[config.mk]
export PLATFORM = sky130hd
export DESIGN_NAME = caravel_uart_wb_master
export DESIGN_NICKNAME = d
export VERILOG_FILES = /design/src/rtl/caravel_uart_wb_master.sv
export SDC_FILE = /design/constraint.sdc
export NUM_CORES = 1
export LEC_CHECK = 0
export ABC_AREA = 1
export ABC_CLOCK_PERIOD_IN_PS = 2900
export BUFFER_PORTS_ARGS = -buffer_cell sky130_fd_sc_hd__buf_4
export CAP_MARGIN = 10
export CELL_PAD_IN_SITES_DETAIL_PLACEMENT = 1
export CELL_PAD_IN_SITES_GLOBAL_PLACEMENT = 1
export CORE_AREA = 2 2 157 220
export DETAILED_ROUTE_END_ITERATION = 10
export DIE_AREA = 0 0 159 222
export HOLD_SLACK_MARGIN = 0.12
export PLACE_DENSITY_LB_ADDON = 0.1
export SETUP_SLACK_MARGIN = 0.4
export SLEW_MARGIN = 25
export SYNTH_ARGS = -nofsm -noshare
export SYNTH_HDL_FRONTEND = slang
export SYNTH_SLANG_ARGS = --single-unit
[constraint.sdc]
create_clock -name wb_clk_i -period 2.9 [get_ports wb_clk_i]
set_clock_uncertainty 0.2 [all_clocks]
set_input_delay 0.145 -clock wb_clk_i [delete_from_list [all_inputs] [get_ports wb_clk_i]]
set_output_delay 0.145 -clock wb_clk_i [all_outputs]
set_load 0.05 [all_outputs]
[src/rtl/caravel_uart_wb_master.sv]
// UART-to-Wishbone host bridge: ASCII "wm <addr> <data>" / "rm <addr>" commands
// arrive over an 8N2 UART, run as classic Wishbone cycles, and are answered in ASCII.
module caravel_uart_wb_master #(
   parameter int unsigned BAUD_DIV   = 15,
   parameter int unsigned WB_TIMEOUT = 1023
) (
   input  logic        wb_clk_i,
   input  logic        wb_rst_i,
   input  logic        uart_rxd,
   output logic        uart_txd,
   output logic        wbm_cyc_o,
   output logic        wbm_stb_o,
   output logic        wbm_we_o,
   output logic [31:0] wbm_adr_o,
   output logic [31:0] wbm_dat_o,
   output logic [3:0]  wbm_sel_o,
   input  logic [31:0] wbm_dat_i,
   input  logic        wbm_ack_i,
   input  logic        wbm_err_i
);
   localparam int unsigned BIT_CLKS  = 16 * (BAUD_DIV + 1);
   localparam int unsigned HALF_CLKS = 8 * (BAUD_DIV + 1);
   localparam int unsigned CNT_W     = $clog2(BIT_CLKS);
   localparam int unsigned TO_W      = $clog2(WB_TIMEOUT + 1);
   localparam logic [7:0]  CH_LF     = 8'h0A;
   localparam logic [7:0]  CH_CR     = 8'h0D;
   localparam logic [7:0]  CH_SP     = 8'h20;

   typedef enum logic [1:0] {S_BANNER, S_IDLE, S_BUS, S_RESP} state_t;
   typedef enum logic [2:0] {R_BANNER, R_OK, R_ERR, R_TO, R_READ} resp_t;

   state_t state, state_nx;
   resp_t  resp_kind;

   logic [1:0]       rx_sync;
   logic             rx_busy, rx_valid;
   logic [CNT_W-1:0] rx_cnt, tx_cnt;
   logic [3:0]       rx_bit, tx_bits, resp_idx, resp_len_c;
   logic [7:0]       rx_sr, tx_hold, resp_byte_c;
   logic [9:0]       tx_sh;
   logic             tx_busy, tx_full;
   logic             in_tok, bad, hex_ok_c;
   logic [1:0]       tok_cnt, tok_cur_c, kw_len;
   logic [15:0]      kw;
   logic [5:0]       line_len;
   logic [31:0]      addr_f, data_f, rd_data, resp_text;
   logic [3:0]       hex_val_c;
   logic [TO_W-1:0]  to_cnt;
   logic             wr_ok_c, rd_ok_c, rx_char_c, cmd_go_c, cmd_err_c, push_c, bus_end_c, last_c;

   function automatic logic [7:0] hex_ascii(input logic [3:0] n);
      return (n < 4'd10) ? (8'h30 + {4'h0, n}) : (8'h37 + {4'h0, n});
   endfunction

   // RX: start confirmed at mid-bit, data and one stop bit sampled at mid-bit
   always_ff @(posedge wb_clk_i) begin
      if (wb_rst_i) begin
         rx_sync  <= 2'b11;
         rx_busy  <= 1'b0;
         rx_valid <= 1'b0;
         rx_cnt   <= '0;
         rx_bit   <= '0;
         rx_sr    <= '0;
      end else begin
         rx_sync  <= {rx_sync[0], uart_rxd};
         rx_valid <= 1'b0;
         if (!rx_busy) begin
            rx_cnt  <= '0;
            rx_bit  <= '0;
            rx_busy <= !rx_sync[1];
         end else if (rx_cnt == ((rx_bit == 4'd0) ? CNT_W'(HALF_CLKS - 1) : CNT_W'(BIT_CLKS - 1))) begin
            rx_cnt <= '0;
            rx_bit <= rx_bit + 4'd1;
            if (rx_bit == 4'd0) begin
               rx_busy <= !rx_sync[1];
            end else if (rx_bit == 4'd9) begin
               rx_busy  <= 1'b0;
               rx_valid <= rx_sync[1];
            end else begin
               rx_sr <= {rx_sync[1], rx_sr[7:1]};
            end
         end else begin
            rx_cnt <= rx_cnt + CNT_W'(1);
         end
      end
   end

   always_comb begin
      hex_ok_c  = 1'b1;
      hex_val_c = rx_sr[3:0];
      tok_cur_c = in_tok ? (tok_cnt - 2'd1) : tok_cnt;
      if ((rx_sr >= 8'h61 && rx_sr <= 8'h66) || (rx_sr >= 8'h41 && rx_sr <= 8'h46))
         hex_val_c = rx_sr[3:0] + 4'd9;
      else if (!(rx_sr >= 8'h30 && rx_sr <= 8'h39))
         hex_ok_c = 1'b0;
      wr_ok_c = !bad && tok_cnt == 2'd3 && kw_len == 2'd2 && kw == 16'h776D;
      rd_ok_c = !bad && tok_cnt == 2'd2 && kw_len == 2'd2 && kw == 16'h726D;
   end

   // Line parser; state is cleared by every LF
   always_ff @(posedge wb_clk_i) begin
      if (wb_rst_i || (rx_char_c && rx_sr == CH_LF)) begin
         in_tok   <= 1'b0;
         tok_cnt  <= '0;
         kw       <= '0;
         kw_len   <= '0;
         addr_f   <= '0;
         data_f   <= '0;
         bad      <= 1'b0;
         line_len <= '0;
      end else if (rx_char_c && rx_sr != CH_CR) begin
         if (line_len != 6'd33) line_len <= line_len + 6'd1;
         if (line_len == 6'd32) bad <= 1'b1;
         if (rx_sr == CH_SP) begin
            in_tok <= 1'b0;
         end else begin
            in_tok <= 1'b1;
            if (!in_tok) begin
               if (tok_cnt == 2'd3) bad <= 1'b1;
               else tok_cnt <= tok_cnt + 2'd1;
            end
            case (tok_cur_c)
               2'd0: begin
                  kw <= {kw[7:0], rx_sr};
                  if (kw_len != 2'd3) kw_len <= kw_len + 2'd1;
               end
               2'd1: begin
                  addr_f <= {addr_f[27:0], hex_val_c};
                  if (!hex_ok_c) bad <= 1'b1;
               end
               2'd2: begin
                  data_f <= {data_f[27:0], hex_val_c};
                  if (!hex_ok_c) bad <= 1'b1;
               end
               default: ;
            endcase
         end
      end
   end

   always_ff @(posedge wb_clk_i) begin
      if (wb_rst_i) state <= S_BANNER;
      else          state <= state_nx;
   end

   always_comb begin
      state_nx = state;
      case (state)
         S_BANNER: if (push_c && last_c) state_nx = S_IDLE;
         S_IDLE:   if (cmd_go_c) state_nx = S_BUS;
                   else if (cmd_err_c) state_nx = S_RESP;
         S_BUS:    if (bus_end_c) state_nx = S_RESP;
         S_RESP:   if (push_c && last_c) state_nx = S_IDLE;
         default:  state_nx = S_IDLE;
      endcase
   end

   // Per-state control strobes; received bytes are only consumed in IDLE
   always_comb begin
      rx_char_c = 1'b0;
      cmd_go_c  = 1'b0;
      cmd_err_c = 1'b0;
      push_c    = 1'b0;
      bus_end_c = 1'b0;
      case (state)
         S_IDLE: begin
            rx_char_c = rx_valid;
            if (rx_valid && rx_sr == CH_LF) begin
               cmd_go_c  = wr_ok_c || rd_ok_c;
               cmd_err_c = !(wr_ok_c || rd_ok_c) && (tok_cnt != 2'd0 || bad);
            end
         end
         S_BUS:    bus_end_c = wbm_ack_i || wbm_err_i || (to_cnt == TO_W'(WB_TIMEOUT - 1));
         S_BANNER, S_RESP: push_c = !tx_full;
         default: ;
      endcase
   end

   always_comb begin
      resp_text  = 32'h0;
      resp_len_c = 4'd3;
      case (resp_kind)
         R_BANNER: begin resp_text = 32'h5244_590A; resp_len_c = 4'd4; end
         R_OK:     resp_text = 32'h4F4B_0A00;
         R_ERR:    begin resp_text = 32'h4552_520A; resp_len_c = 4'd4; end
         R_TO:     resp_text = 32'h544F_0A00;
         R_READ:   resp_len_c = 4'd9;
         default: ;
      endcase
      last_c = (resp_idx == resp_len_c - 4'd1);
      if (resp_kind == R_READ)
         resp_byte_c = resp_idx[3] ? CH_LF : hex_ascii(rd_data[{~resp_idx[2:0], 2'b00} +: 4]);
      else
         resp_byte_c = resp_text[{~resp_idx[1:0], 3'b000} +: 8];
   end

   // Wishbone master and response selection
   always_ff @(posedge wb_clk_i) begin
      if (wb_rst_i) begin
         wbm_cyc_o <= 1'b0;
         wbm_stb_o <= 1'b0;
         wbm_we_o  <= 1'b0;
         wbm_adr_o <= '0;
         wbm_dat_o <= '0;
         wbm_sel_o <= '0;
         to_cnt    <= '0;
         rd_data   <= '0;
         resp_kind <= R_BANNER;
         resp_idx  <= '0;
      end else begin
         if (cmd_go_c) begin
            wbm_cyc_o <= 1'b1;
            wbm_stb_o <= 1'b1;
            wbm_sel_o <= 4'hF;
            wbm_we_o  <= wr_ok_c;
            wbm_adr_o <= addr_f;
            wbm_dat_o <= wr_ok_c ? data_f : 32'h0;
            to_cnt    <= '0;
         end
         if (cmd_err_c) begin
            resp_kind <= R_ERR;
            resp_idx  <= '0;
         end
         if (state == S_BUS) begin
            to_cnt <= to_cnt + TO_W'(1);
            if (bus_end_c) begin
               wbm_cyc_o <= 1'b0;
               wbm_stb_o <= 1'b0;
               wbm_sel_o <= 4'h0;
               resp_idx  <= '0;
               if (wbm_ack_i) begin
                  resp_kind <= wbm_we_o ? R_OK : R_READ;
                  if (!wbm_we_o) rd_data <= wbm_dat_i;
               end else begin
                  resp_kind <= R_TO;
               end
            end
         end
         if (push_c) resp_idx <= resp_idx + 4'd1;
      end
   end

   // TX: holding buffer feeds an 11-bit frame shifter (start, 8 data, 2 stop)
   always_ff @(posedge wb_clk_i) begin
      if (wb_rst_i) begin
         uart_txd <= 1'b1;
         tx_busy  <= 1'b0;
         tx_full  <= 1'b0;
         tx_hold  <= '0;
         tx_sh    <= '0;
         tx_cnt   <= '0;
         tx_bits  <= '0;
      end else begin
         if (push_c) begin
            tx_hold <= resp_byte_c;
            tx_full <= 1'b1;
         end
         if (!tx_busy) begin
            if (tx_full) begin
               tx_busy  <= 1'b1;
               tx_full  <= 1'b0;
               uart_txd <= 1'b0;
               tx_sh    <= {2'b11, tx_hold};
               tx_cnt   <= '0;
               tx_bits  <= '0;
            end
         end else if (tx_cnt == CNT_W'(BIT_CLKS - 1)) begin
            tx_cnt <= '0;
            if (tx_bits == 4'd10) begin
               tx_busy <= 1'b0;
            end else begin
               uart_txd <= tx_sh[0];
               tx_sh    <= {1'b1, tx_sh[9:1]};
               tx_bits  <= tx_bits + 4'd1;
            end
         end else begin
            tx_cnt <= tx_cnt + CNT_W'(1);
         end
      end
   end
endmodule

* Word-level counts from Yosys, hierarchy flattened
Cells that the tools add are included.
** Storage, ports and cells
- Input bits :: 37
- Flip-flop bits (word level) :: 271
** Cells by class
- Order comparisons :: 7
- Add/subtract/negate cells :: 14
- Reductions and logical operators :: 47
- Shifts and indexed selects :: 2
- Bitwise gates (word level) :: 10
- Muxes and demuxes :: 76
- Equality and inequality tests :: 31
** Operators with widths (number)
- $pmux 31 s4 :: 1
- $mux 10 :: 6
- $mux 4 :: 12
- $mux 8 :: 5
- $mux 1 :: 37
- $eq 16x15->1 const B :: 2
- $mux 32 :: 1
- $shiftx 32x6->4 :: 1
- $shiftx 32x6->8 :: 1
- $add 8x1->8 const B :: 2
- $ge 8x7->1 const B :: 2
- $le 8x7->1 const B :: 2
- $reduce_and 4->1 :: 4
- $mux 3 :: 5
- $reduce_and 3->1 :: 5
- $add 6x4->7 const A :: 2
- $logic_and 1x1->1 :: 14
- $mux 7 :: 2
- $add 4x1->4 const B :: 3
- $eq 2x2->1 const B :: 6
- $add 10x1->10 const B :: 1
- $eq 10x10->1 const B :: 1
- $mux 2 :: 5
- $eq 4x4->1 const B :: 2
- other kinds (38) :: 65

* Longest topological paths before layout
Gate-level depths: netlist of run 1.
- Depth after elaboration :: 13
- Mapped depth :: 14
- Mapped depth without buffers :: 13

* Worst setup path before layout of run 1
OpenSTA, ideal clock, no wires.
- Path type :: reg2reg
- Start :: reg tok_cnt[0]
- End :: reg kw[10]
- Path buffers :: 2
- Data required time :: 2.630 ns
- Arrival :: 1.789 ns
- Stages on the path, launching flop included :: 11
- Path slack :: 0.841 ns
- Setup time :: 0.070 ns
- Cell sequence :: dfxtp_1 > inv_1 > ha_1 > o21ai_0 > inv_1 > ha_1 > clkbuf_1 > nand2_2 > buf_4 > nand2_1 > a21oi_1
** Between the ends
- Cells in the longest elaborated chain, start to end :: 4
** Ends and longest elaborated chain
- start: declaration :: line 43 : logic [1:0] tok_cnt, tok_cur_c, kw_len;
- start signal: assignment :: line 120 : else tok_cnt <= tok_cnt + 2'd1;
- $sub 2x1->2 :: line 91 : tok_cur_c = in_tok ? (tok_cnt - 2'd1) : tok_cnt;
- $mux 2 * :: line 91
- $logic_not 2->1 * :: line 122 : case (tok_cur_c)
- $reduce_and 3->1 (no source line) *
- end signal: assignment :: line 124 : kw <= {kw[7:0], rx_sr};
- end: declaration :: line 44 : logic [15:0] kw;
Every way passes the cells marked *; elsewhere a longest branch is shown, timed or not.
A chain may end at the register's enable or synchronous reset.

* Worst setup path after layout of run 1
- Start :: reg state[0]
- End :: reg rd_data[28]
** Between the ends
- Cells in the longest elaborated chain, start to end :: 3
** Ends and longest elaborated chain
- start: declaration :: line 32 : state_t state, state_nx;
- start signal: assignment :: line 143 : else state <= state_nx;
- $eq 2x2->1 * :: line 165, 224
- $mux 1 :: line 165 : case (state)
- $reduce_and 4->1 (no source line) *
- end signal: assignment :: line 233 : if (!wbm_we_o) rd_data <= wbm_dat_i;
- end: declaration :: line 46 : logic [31:0] addr_f, data_f, rd_data, resp_text;
Marked as above.

==> run metrics, run 1 <==
Fill cells=4131; top cell type's share of synthesized area=46.85%; CTS H-tree depth=1; Clk pin slew, worst setup/hold paths=around 0.060 ns; HPWL after DPL=22.37 mm; fin nets=between 1500 and 2000; biggest cell delay along the critical path=0.60 ns; CP startpoint kind=register; CP cell instances=inv_1 > ha_1 > nand2_2 > inv_2 > nand3_1 > dlygate4sd3_1 > a21oi_1; slew margin rel.=roughly half; Iter 0 DRT Violations=roughly 380; total power=9.268 mW; pin count of the biggest net entering global routing=60; Synth area leader=dfxtp_1; post-synthesis sequential area ratio=a little under half; Crit. End Element=register; grt ovf=0; area grow syn2layout=22.69%; # rows=slightly below 80; first drt pass iteration count=4; Final Hold Vio Count=0; RSZ-0062 raised after global routing=true; gr usage total=18.52%; layout cells sized above 1=13.50%; Peak Freq=421.5 MHz; Die Width=159 µm; Ant. Diodes=0; via count=10540; arrival time at the worst endpoint=2.65 ns; Die Span Y=222 µm; CTS Buf Count=29; initial antenna violation count=0; FF+latch count, synth=270; Root Driver=clkbuf_16; Final Wtd Congestion=approximately 0.82; Worst EP required=3.18 ns; largest fanout on the critical path=9; Worst-Margin Slew=0.7555 ns; CP max stage cell=dlygate4sd3_1; die area=0.03530 mm²; peak supply drop=0.3920 mV; Hold Path Class=input port to register; # setup viols final=0; vias in the first global route=10740; CTS sink cnt=270; status=finished clean; worst-case clock buffer depth=3; Netlist cell types=44; Initial Utilization=34.74%; Ys Warns=0; Area contributors post-synth=dfxtp_1, nand2_1, a21oi_1, nand3_1, nor2_1; asr flop ratio synth=0%; post-synth net total=1607; Main synth FF type=dfxtp_1; DR vias/cell=4.937; CP delay by family, top=buffers and inverters; TritonCTS clock tree=yes; Post-Syn Instances=approximately 1500; fin. max-slew vios=0; PwrDens=654.8 mW/mm²; worst skew pair latency=0.57 ns; top-count cell post-synth=nand2_1; WP buf/inv=3; Avg Cell Area, Syn=7.492 µm²; post-layout min period=2.372 ns; synth cell count leaders=nand2_1, dfxtp_1, a21oi_1, nand3_1, nor2_1; final critical-path share of the clock period=81.81%; Routed WL=33.71 mm; post-synthesis cell area=about 0.012 mm²; EDFF count, synth=0; critical path class=register to register; core area=0.03321 mm²; drt wl/cell=between 15 and 20 µm; Leak Pwr=5.559 nW; drt drc=0; antenna-violating nets left=0; TNS Setup=0 ns; PortBufs=108; global-route wire length before repair=around 55 mm; MaxCap Viol Count=0; I/O pins=around 110
tightest hold or removal path, cell delays in order:
cell           delay [ns]
dlygate4sd3_1        0.53
buf_4                0.10
or2_2                0.09
logic make-up (layout without fill, tap and decap cells):
logic type,count (synthesis),in the layout,synth area share [%]
xor gates and xnor gates,15,15,1.139
DFF,270,270,46.85
AOI/OAI and AO/OA,355,355,15.91
and+or+nand+nor,664,666,25.02
buffers and inverters,206,353,7.830
adders and majority gates,30,30,3.253
power breakdown:
group / switching [mW] / internal [mW] / total, mW
clock: 1.55 / 2.10 / 3.65
sequential: 0.125 / 3.89 / 4.02
combinational: 1.07 / 0.529 / 1.60
layout by cell type (no fill, tap or decap), drive strengths merged, types with 2 or more instances in the layout:
cell type,Yosys,layout
o21ai,112,112
nand2,321,321
a21oi,218,218
nor2,136,138
dlygate4sd3,0,41
o21a,11,11
clkbuf,40,41
or2,3,3
nand3b,4,4
o211ai,3,3
a211oi,2,2
nor4,3,3
ha,30,30
a31oi,5,5
inv,117,118
dfxtp,270,270
o21bai,2,2
nor3,10,10
clkinv,1,7
xnor2,6,6
clkinvlp,0,3
nand4,11,11
xor2,9,9
nand3,174,174
buf,48,142
per-layer routing:
layer  wire [µm]  vias to the layer above  GRT usage (%)
li1            -                     5345              -
met1       14550                     5032          21.95
met2       17490                      115          34.88
met3         973                       44          2.226
met4         704                        0          5.132
met5           0                        -              0
cell type report:
type | count | area, µm² | area share (%)
inverters | 118 | 447.9 | 3.165
clock inverters | 11 | 91.34 | 0.6453
multi-input cells | 1066 | 5278 | 37.28
flip-flops and latches | 270 | 5406 | 38.20
clock buffers | 41 | 840.8 | 5.940
repair buffers | 183 | 1534 | 10.84
well taps | 445 | 556.8 | 3.934
final timing paths:
check / startpoint / endpoint / slack [ns] / depth (start not counted)
max: state[0]$_SDFFE_PP0P_ / rd_data[28]$_SDFFE_PP0P_ / 0.53 / 7
min: uart_rxd / rx_sync[0]$_SDFF_PP1_ / 0.15 / 3
min reg2reg: rx_cnt[0]$_SDFF_PP0_ / rx_cnt[0]$_SDFF_PP0_ / 0.25 / 1
max reg2reg: state[0]$_SDFFE_PP0P_ / rd_data[28]$_SDFFE_PP0P_ / 0.53 / 7
flip-flops by register name (all words and copies together) (netlist names), 8 cells and up:
name,flops
addr_f,32
data_f,32
rd_data,32
wbm_adr_o,32
wbm_dat_o,32
kw,16
to_cnt,10
tx_sh,10
rx_cnt,8
rx_sr,8
tx_cnt,8
through the flow:
step / std cells / utilization, % / setup slack, ns / hold WS [ns] / area [µm²]
global route: 2134 / 42.62 / 0.3666 / 0.1330 / 14150
finish: 2134 / 42.62 / 0.5276 / 0.1454 / 14150
detailed placement: 2034 / 38.21 / 0.3261 / 0.1353 / 12690
global placement: 2034 / 38.21 / 0.3953 / 0.1355 / 12690
CTS: 2127 / 42.29 / 0.4135 / 0.1356 / 14040
floorplan: 1540 / - / 0.8406 / 0.04881 / 11540
timing repair:
item | 4_1_cts | 5_1_grt
hold buffers | 41 | 0
hold endpoints to repair | 62 | 0
setup endpoints to repair | 28 | 69
resized for setup | 3 | 13
buffers inserted | 0 | 5
cloned | 0 | 2
pin swaps | 0 | 2
Note: power is estimated with default switching activity, not from simulation.
==> run 2: changes to the inputs <==
--- a/config.mk
+++ b/config.mk
@@ -6,7 +6,7 @@
 export NUM_CORES = 1
 export LEC_CHECK = 0
 export ABC_AREA = 1
-export ABC_CLOCK_PERIOD_IN_PS = 2900
+export ABC_CLOCK_PERIOD_IN_PS = 2150
 export BUFFER_PORTS_ARGS = -buffer_cell sky130_fd_sc_hd__buf_4
 export CAP_MARGIN = 10
 export CELL_PAD_IN_SITES_DETAIL_PLACEMENT = 1
==> constraint.sdc (replaced) <==
create_clock -name wb_clk_i -period 2.15 [get_ports wb_clk_i]
set_clock_uncertainty 0.2 [all_clocks]
set_input_delay 0.1075 -clock wb_clk_i [delete_from_list [all_inputs] [get_ports wb_clk_i]]
set_output_delay 0.1075 -clock wb_clk_i [all_outputs]
set_load 0.05 [all_outputs]
==> run 2 against run 1 <==
Compared with the run above:
- via count grew 8.6%
- setup slack lost 0.45 ns
- critical path type unchanged
- non-clock buffer count grew 112
- combinational power grew 92%
- worst hold slack gained 0.010 ns
- count of clock-buffer cells in the layout grew 1
- sequential share of layout area shrank 6.7 points
==> run metrics, run 2 (synthesis gave the netlist of run 1 again) <==
status=finished clean (unchanged); first drt pass iteration count=5 (was 4); PwrDens=768.2 mW/mm² (was 654.8 mW/mm²); Worst EP required=2.42 ns (was 3.18 ns); Ant. Diodes=0 (unchanged); TNS Setup=0 ns (unchanged); I/O pins=109 (unchanged); dpl ws=-0.08911 ns (was 0.3261 ns); HPWL after DPL=22.62 mm (was 22.37 mm); Die Span Y=222 µm (unchanged); worst setup margin=0.07635 ns (was 0.5276 ns); Hold Path Class=input port to register (unchanged); Final Hold Vio Count=0 (unchanged); gr usage total=20.19% (was 18.52%); Die Width=159 µm (unchanged); CP max stage cell=dfxtp_4 (was dlygate4sd3_1); fin cells=2250 (was 2134); vias in the first global route=11360 (was 10740); layout cells sized above 1=35.51% (was 13.50%); Root Driver=clkbuf_16 (unchanged); grt ovf=0 (unchanged); Fill cells=3902 (was 4131); Hold WS=0.1555 ns (was 0.1454 ns); via count=11440 (was 10540); end-of-flow core utilization=52.37% (was 42.62%); Leak Pwr=6.586 nW (was 5.559 nW); WP buf/inv=7 (was 3); TritonCTS clock tree=yes (unchanged); antenna-violating nets left=0 (unchanged); DR vias/cell=5.085 (was 4.937); # rows=79 (unchanged); Peak Freq=482.2 MHz (was 421.5 MHz); CP cell instances=buf_6 > ha_4 > inv_4 > nor2_4 > nand3_4 > inv_6 > buf_6 > nor2_4 > clkinv_4 > buf_12 > clkbuf_16 > a21oi_1 (was inv_1 > ha_1 > nand2_2 > inv_2 > nand3_1 > dlygate4sd3_1 > a21oi_1); CTS sink cnt=270 (unchanged); Post-Layout Inst Area=0.01739 mm² (was 0.01415 mm²); Crit. End Element=register (unchanged); global-route wire length before repair=59.13 mm (was 54.64 mm); MaxCap Viol Count=0 (unchanged); fin nets=1851 (was 1735); largest fanout on the critical path=10 (was 9); Routed WL=41.15 mm (was 33.71 mm); peak supply drop=0.5640 mV (was 0.3920 mV); slew margin rel.=72.92% (was 49.64%); CTS H-tree depth=1 (unchanged); flop-to-flop setup slack=0.08 ns (was 0.53 ns); core area=0.03321 mm² (unchanged); Iter 0 DRT Violations=429 (was 377); PortBufs=108 (unchanged); worst skew pair latency=0.57 ns (about the same); commonest non-fill, non-tap cell in the layout=nand2_1 (unchanged); area grow syn2layout=50.75% (was 22.69%); Clk pin slew, worst setup/hold paths=0.06 ns (about the same); die area=0.03530 mm² (unchanged); CTS Buf Count=29 (unchanged); drt drc=0 (unchanged); register area=0.005479 mm² (was 0.005406 mm²); post-layout min period=2.074 ns (was 2.372 ns); CP delay by family, top=buffers and inverters (unchanged); placed insts=2062 (was 2034); # setup viols final=0 (unchanged); CP startpoint kind=register (unchanged); arrival time at the worst endpoint=2.35 ns (was 2.65 ns); RSZ-0062 raised after global routing=true (unchanged); biggest cell delay along the critical path=0.37 ns (was 0.60 ns); pin count of the biggest net entering global routing=75 (was 60); final critical-path share of the clock period=96.45% (was 81.81%); initial antenna violation count=0 (unchanged); most frequent cells in the layout=nand2_1, dfxtp_1, buf_4, nand3_1, a21oi_1 (was nand2_1, dfxtp_1, a21oi_1, nand3_1, buf_4); Placed Area=0.01311 mm² (was 0.01269 mm²); critical path class=register to register (unchanged); Initial Utilization=34.74% (unchanged); fin. max-slew vios=0 (unchanged); area of the multi-input gates=0.006766 mm² (was 0.005278 mm²); Worst-Margin Slew=0.4057 ns (was 0.7555 ns); total power=13.36 mW (was 9.268 mW); Final Wtd Congestion=0.8303 (was 0.8157); worst-case clock buffer depth=3 (unchanged); drt wl/cell=18.29 µm (was 15.80 µm)
==> run 2: area by class of cell <==
type                    count  area share [%]
clock buffers              42           4.913
clock inverters            10          0.3165
inverters                 118           2.971
multi-input cells        1068           38.90
flip-flops and latches    270           31.50
well taps                 445           3.201
repair buffers            295           18.11
repair inverters            2         0.08632
==> run 2: metal layers <==
metal	track usage [%]	routed length (µm)	vias up
met3	2.226	1165	65
met2	38.16	22320	172
li1	-	-	5601
met1	23.55	16420	5604
met4	6.628	1237	0
met5	0	0	-
==> run 2: final timing paths <==
check / startpoint / depth (start not counted) / endpoint
setup / recovery: rx_sr[1]$_SDFFE_PP0P_ / 12 / addr_f[20]$_SDFFE_PP0P_
setup reg to reg: rx_sr[1]$_SDFFE_PP0P_ / 12 / addr_f[20]$_SDFFE_PP0P_
hold / removal: wbm_dat_i[22] / 4 / rd_data[22]$_SDFFE_PP0P_
hold reg to reg: rx_sync[0]$_SDFF_PP1_ / 1 / rx_sync[1]$_SDFF_PP1_
==> run 2: tightest hold or removal path: stages <==
cell and delay, ns:
dlygate4sd3_1 0.52, buf_4 0.10, o21ai_1 0.06, a21oi_1 0.10
==> run 2: what timing repair did <==
| item | CTS | global route |
|---|---|---|
| pin swaps | 34 | 84 |
| hold buffers | 37 | 0 |
| hold endpoints to repair | 181 | 0 |
| cloned | 16 | 19 |
| setup buffers | 29 | 35 |
| setup endpoints to repair | 256 | 262 |
| gates resized for setup | 164 | 308 |
==> run 2: power breakdown <==
part	total [mW]	internal, mW	switching (mW)
Sequential	5.44	5.26	0.185
Clock	4.84	2.74	2.10
Combinational	3.08	1.21	1.87
Total	13.4	9.21	4.15
